## config.mk

```make
export PLATFORM = sky130hd
export DESIGN_NAME = eu_sequencer
export DESIGN_NICKNAME = d
export VERILOG_FILES = /design/src/rtl/eu_sequencer.sv
export SDC_FILE = /design/constraint.sdc
export NUM_CORES = 1
export LEC_CHECK = 0
export ABC_AREA = 1
export CORE_UTILIZATION = 46
export CTS_CLUSTER_SIZE = 20
export DETAILED_ROUTE_END_ITERATION = 6
export GPL_TIMING_DRIVEN = 0
export PLACE_DENSITY_LB_ADDON = 0.05
export SETUP_SLACK_MARGIN = 0.15
export SLEW_MARGIN = 20
export SYNTH_ARGS = -nofsm -noshare
export SYNTH_HDL_FRONTEND = slang
export SYNTH_SLANG_ARGS = --single-unit
```

## constraint.sdc

```tcl
create_clock -name clk -period 1.3 [get_ports clk]
set_input_delay 0.26 -clock clk [delete_from_list [all_inputs] [get_ports clk]]
set_output_delay 0.26 -clock clk [all_outputs]
set_load 0.1 [all_outputs]
```

## src/rtl/eu_sequencer.sv

```systemverilog
// Execution-unit sequencer: accepts one instruction at a time, drives the external
// combinational ALU from a small register file and writes the result back with flags.
module eu_sequencer #(
    parameter int NREG = 4,
    localparam int AW = (NREG > 1) ? $clog2(NREG) : 1
) (
    input  logic          clk,
    input  logic          rst,
    input  logic          instr_valid,
    output logic          instr_ready,
    input  logic [3:0]    instr_op,
    input  logic [AW-1:0] instr_rd,
    input  logic [AW-1:0] instr_rs,
    input  logic [AW-1:0] instr_rt,
    output logic [3:0]    alu_opcode,
    output logic [7:0]    alu_a,
    output logic [7:0]    alu_b,
    input  logic [7:0]    alu_result,
    input  logic          ld_en,
    input  logic [AW-1:0] ld_addr,
    input  logic [7:0]    ld_data,
    output logic          wb_valid,
    output logic [AW-1:0] wb_rd,
    output logic [7:0]    wb_data,
    output logic          flag_z,
    output logic          flag_n,
    output logic          busy
);

    typedef enum logic [1:0] {
        IDLE  = 2'd0,
        ISSUE = 2'd1,
        DONE  = 2'd2
    } state_t;

    state_t          state_reg, state_next;
    logic [3:0]      op_reg;
    logic [AW-1:0]   rd_reg, rs_reg, rt_reg;
    logic [7:0]      rf_reg  [NREG];
    logic [7:0]      rf_next [NREG];
    logic            wb_valid_reg;
    logic [AW-1:0]   wb_rd_reg;
    logic [7:0]      wb_data_reg;
    logic            flag_z_reg, flag_n_reg;

    logic accept;
    logic wr_en;
    logic ld_ok;

    assign accept = (state_reg == IDLE) && instr_valid;
    assign wr_en  = (state_reg == ISSUE) && (op_reg != 4'b0000);
    // Host loads only land while idle; the instruction write and the load are
    // therefore never active in the same cycle.
    assign ld_ok  = (state_reg == IDLE) && ld_en;

    always_comb begin
        state_next = state_reg;
        case (state_reg)
            IDLE:    if (instr_valid) state_next = ISSUE;
            ISSUE:   state_next = DONE;
            DONE:    state_next = IDLE;
            default: state_next = IDLE;
        endcase
    end

    always_comb begin
        alu_opcode = 4'b0000;
        alu_a      = 8'h00;
        alu_b      = 8'h00;
        if (state_reg == ISSUE) begin
            alu_opcode = op_reg;
            alu_a      = rf_reg[rs_reg];
            alu_b      = rf_reg[rt_reg];
        end
    end

    genvar gi;
    generate
        for (gi = 0; gi < NREG; gi++) begin : g_rf
            assign rf_next[gi] = (wr_en && (rd_reg == AW'(gi))) ? alu_result :
                                 (ld_ok && (ld_addr == AW'(gi))) ? ld_data :
                                 rf_reg[gi];
        end
    endgenerate

    always_ff @(posedge clk) begin
        if (rst) begin
            for (int i = 0; i < NREG; i++) begin
                rf_reg[i] <= 8'h00;
            end
        end else begin
            rf_reg <= rf_next;
        end
    end

    always_ff @(posedge clk) begin
        if (rst) begin
            state_reg    <= IDLE;
            op_reg       <= 4'b0000;
            rd_reg       <= '0;
            rs_reg       <= '0;
            rt_reg       <= '0;
            wb_valid_reg <= 1'b0;
            wb_rd_reg    <= '0;
            wb_data_reg  <= 8'h00;
            flag_z_reg   <= 1'b0;
            flag_n_reg   <= 1'b0;
        end else begin
            state_reg    <= state_next;
            wb_valid_reg <= wr_en;
            if (accept) begin
                op_reg <= instr_op;
                rd_reg <= instr_rd;
                rs_reg <= instr_rs;
                rt_reg <= instr_rt;
            end
            if (wr_en) begin
                wb_rd_reg   <= rd_reg;
                wb_data_reg <= alu_result;
                flag_z_reg  <= (alu_result == 8'h00);
                flag_n_reg  <= alu_result[7];
            end
        end
    end

    assign instr_ready = (state_reg == IDLE);
    assign busy        = (state_reg != IDLE);
    assign wb_valid    = wb_valid_reg;
    assign wb_rd       = wb_rd_reg;
    assign wb_data     = wb_data_reg;
    assign flag_z      = flag_z_reg;
    assign flag_n      = flag_n_reg;

endmodule

```

==> flow_summary.yaml <==
clock_tree:
  clkSinkCount: 56
  clk_latency_ps: 320
  cts_root_buffer: "clkbuf_8"
  cts_tree: "yes"
  cts_buffers: 5
  holdBufCountCts: 0
  clk_pin_slew_ps: 100
  cts_max_path_buffers: 2
  htreeDepth: 2
run_status:
  violations: "DRC, setup timing"
  run_status: "finished with violations"
yosys:
  syn_inst: 482
  synth.avg_cell_area_sq_um: 6.51
  ys_warn_count: 0
  synth-edff-count: 0
  syn_nets: 514
  syn-cell-area_sq_mm: 0.00314
  synth.distinct_cells: 22
  ys_seq_area_frac: 0.358
  synth_seq_cells: 56
  synth-main-ff-cell: "dfxtp_1"
  async_flop_share: 0
sta:
  hold_viol: 0
  tns_ps: -17290
  skew_ps: 12.0
  final_max_slew_viol_count: 0
  period_needed_ps: 1850
  slew-limit-headroom: 0.613
  fin_crit_sh: 1.42
  setup_slack_ps: -548
  rsz0062_at_grt: "yes"
  tightestPinTransition_ps: 581
  setup_viol: 66
  fmax_ghz: 0.541
die:
  die_area_sq_mm: 0.00715
  std_cell_rows: 29
  die_x_microns: 84.6
  start_util: 0.485
  die_y_microns: 84.6
  core_area_sq_mm: 0.00646
  pin_count: 67
pwr:
  power.total_mw: 5.23
  power_per_cell_area_mw_per_mm2: 945
  leakage_nw: 2.20
  peakVddDrop_mv: 0.701
worst_setup_path:
  cp_max_fo: 5
  worstSetupPathType: "reg -> out"
  crit_required_ps: 1040
  reg2reg_depth: 9
  cp-end-kind: "output pin"
  r2r_start: "state_reg[0]"
  rrSetupSlack_ps: -360
  arrival_ps: 1590
  startpoint_type: "flip-flop"
  r2r-end: "rf_reg[10]"
job:
  timing.max_cap.violations: 0
min_path:
  hold_end: "wb_data[2]"
  hold_path.class: "in -> reg"
  min_delay_path_depth: 2
  min_from: "rst"
final_layout:
  drive_gt1_frac: 0.372
  antenna-diode-count: 0
  areaGrowthSynthToFinish_pct: 76.4
  stdcell_count: 668
  multi_input_area_sq_mm: 0.00220
  seqCellArea_sq_mm: 0.00115
  fin_nets: 622
  largest_reg_flops: 32
  n_fill_cell: 360
place:
  port-buffer-count: 65
  gp_congestion: 0.871
  dp.cells: 624
  hpwl_microns: 7890
detailed_routing:
  drt_iter0_markers: 399
  vias: 4049
  drc_errors: 2
  wl_per_cell_microns: 19.8
  ant_nets: 0
  wl_met2_microns: 6530
  vias_per_cell: 6.06
  finalWirelength_microns: 13200
  drt_pass1_iterations: 7
  top_layer: "met4"
  route.met3.wl_microns: 963
  met1_length_microns: 5120
global_route:
  grt_pass1_wl_microns: 18200
  grt_max_degree: 18
  grt_usage: 0.325
  grt_overflow: 0
  grt_antenna_before_repair: 0
  grt_pass1_vias: 3575
## metal layers
layer  vias to the layer above  track usage
met1                      1925        0.415
met5                         -            0
li1                       1840            -
met4                         0        0.140
met2                       235        0.552
met3                        49       0.0393
## logic make-up after synthesis
kind of cell / count (synthesis) / share of synthesized area
AO/OA/AOI/OAI: 133 / 0.222
buffers and inverters: 93 / 0.124
flip-flops: 56 / 0.358
AND/OR/NAND/NOR: 200 / 0.296
## cell type report
class                           instances  share of cell area
Clock buffer                            6              0.0131
Inverter                               63              0.0450
Clock inverter                          2              0.0109
Sequential cell                        56               0.208
Timing Repair Buffer                   99               0.250
Buffer                                 30              0.0577
Multi-Input combinational cell        335               0.397
Tap cell                               77              0.0174
## cells in the mapped netlist (6+ instances only)
library cell | number | area share
o21ai_1 | 6 | 0.0096
clkbuf_1 | 12 | 0.014
buf_2 | 8 | 0.013
a21oi_1 | 61 | 0.097
inv_1 | 60 | 0.072
o21ai_0 | 54 | 0.086
nor2_1 | 47 | 0.056
nand2_1 | 70 | 0.084
nand3_1 | 52 | 0.083
nand4_1 | 21 | 0.042
o211ai_1 | 12 | 0.029
dfxtp_1 | 56 | 0.36
## timing repair
action,in CTS,in global routing
pin swaps,5,29
cloned,4,6
buffers inserted,11,15
setup endpoints to repair,89,88
gates resized for setup,375,128
## critical path, cell delays in order, from the launching register on
cell,delay [ps]
dfxtp_2,370
inv_2,60
nor2_4,120
buf_6,150
inv_8,50
clkbuf_16,170
a21oi_4,150
buf_12,190
## where the power goes
part	internal (mW)	switching [mW]
clock network	0.771	0.593
logic	0.747	1.18
registers	1.82	0.114
total	3.34	1.89
## placed cells by master (no fill, tap or decap), types with 8 or more instances in the layout
| cell type | count |
|---|---|
| o21ai_2 | 16 |
| nand4_1 | 21 |
| a21oi_1 | 38 |
| nand3_2 | 10 |
| inv_2 | 8 |
| nor2_1 | 32 |
| o21ai_1 | 25 |
| o21ai_0 | 16 |
| buf_6 | 24 |
| nand2_1 | 61 |
| dfxtp_2 | 19 |
| buf_12 | 35 |
| buf_8 | 11 |
| o211ai_1 | 12 |
| inv_1 | 52 |
| a21oi_4 | 16 |
| buf_4 | 15 |
| dfxtp_1 | 35 |
| nand3_1 | 42 |
| clkdlybuf4s50_1 | 29 |
| nor2_4 | 16 |
## how the worst max path moves through the flow
stage            startpoint        to  depth (start not counted)
2_1_floorplan  state_reg[0]  alu_a[0]                          6
3_3_place_gp      rt_reg[1]  alu_b[7]                          4
3_5_place_dp      rt_reg[1]  alu_b[3]                          4
4_1_cts        state_reg[0]  alu_b[2]                          7
5_1_grt        state_reg[0]  alu_b[2]                          7
6_report       state_reg[0]  alu_b[2]                          7
## per-stage QoR
| step | cell area, sq um | hold slack (ps) | utilization | setup slack, ps |
|---|---|---|---|---|
| floorplan | 3460 | 396 | - | -460 |
| global placement | 4200 | 446 | 0.651 | -1280 |
| detailed placement | 4200 | 455 | 0.651 | -1320 |
| CTS | 4930 | 295 | 0.764 | -520 |
| global route | 5530 | 343 | 0.856 | -575 |
| finish | 5530 | 316 | 0.856 | -548 |
Power figures use the tool's default switching activity.
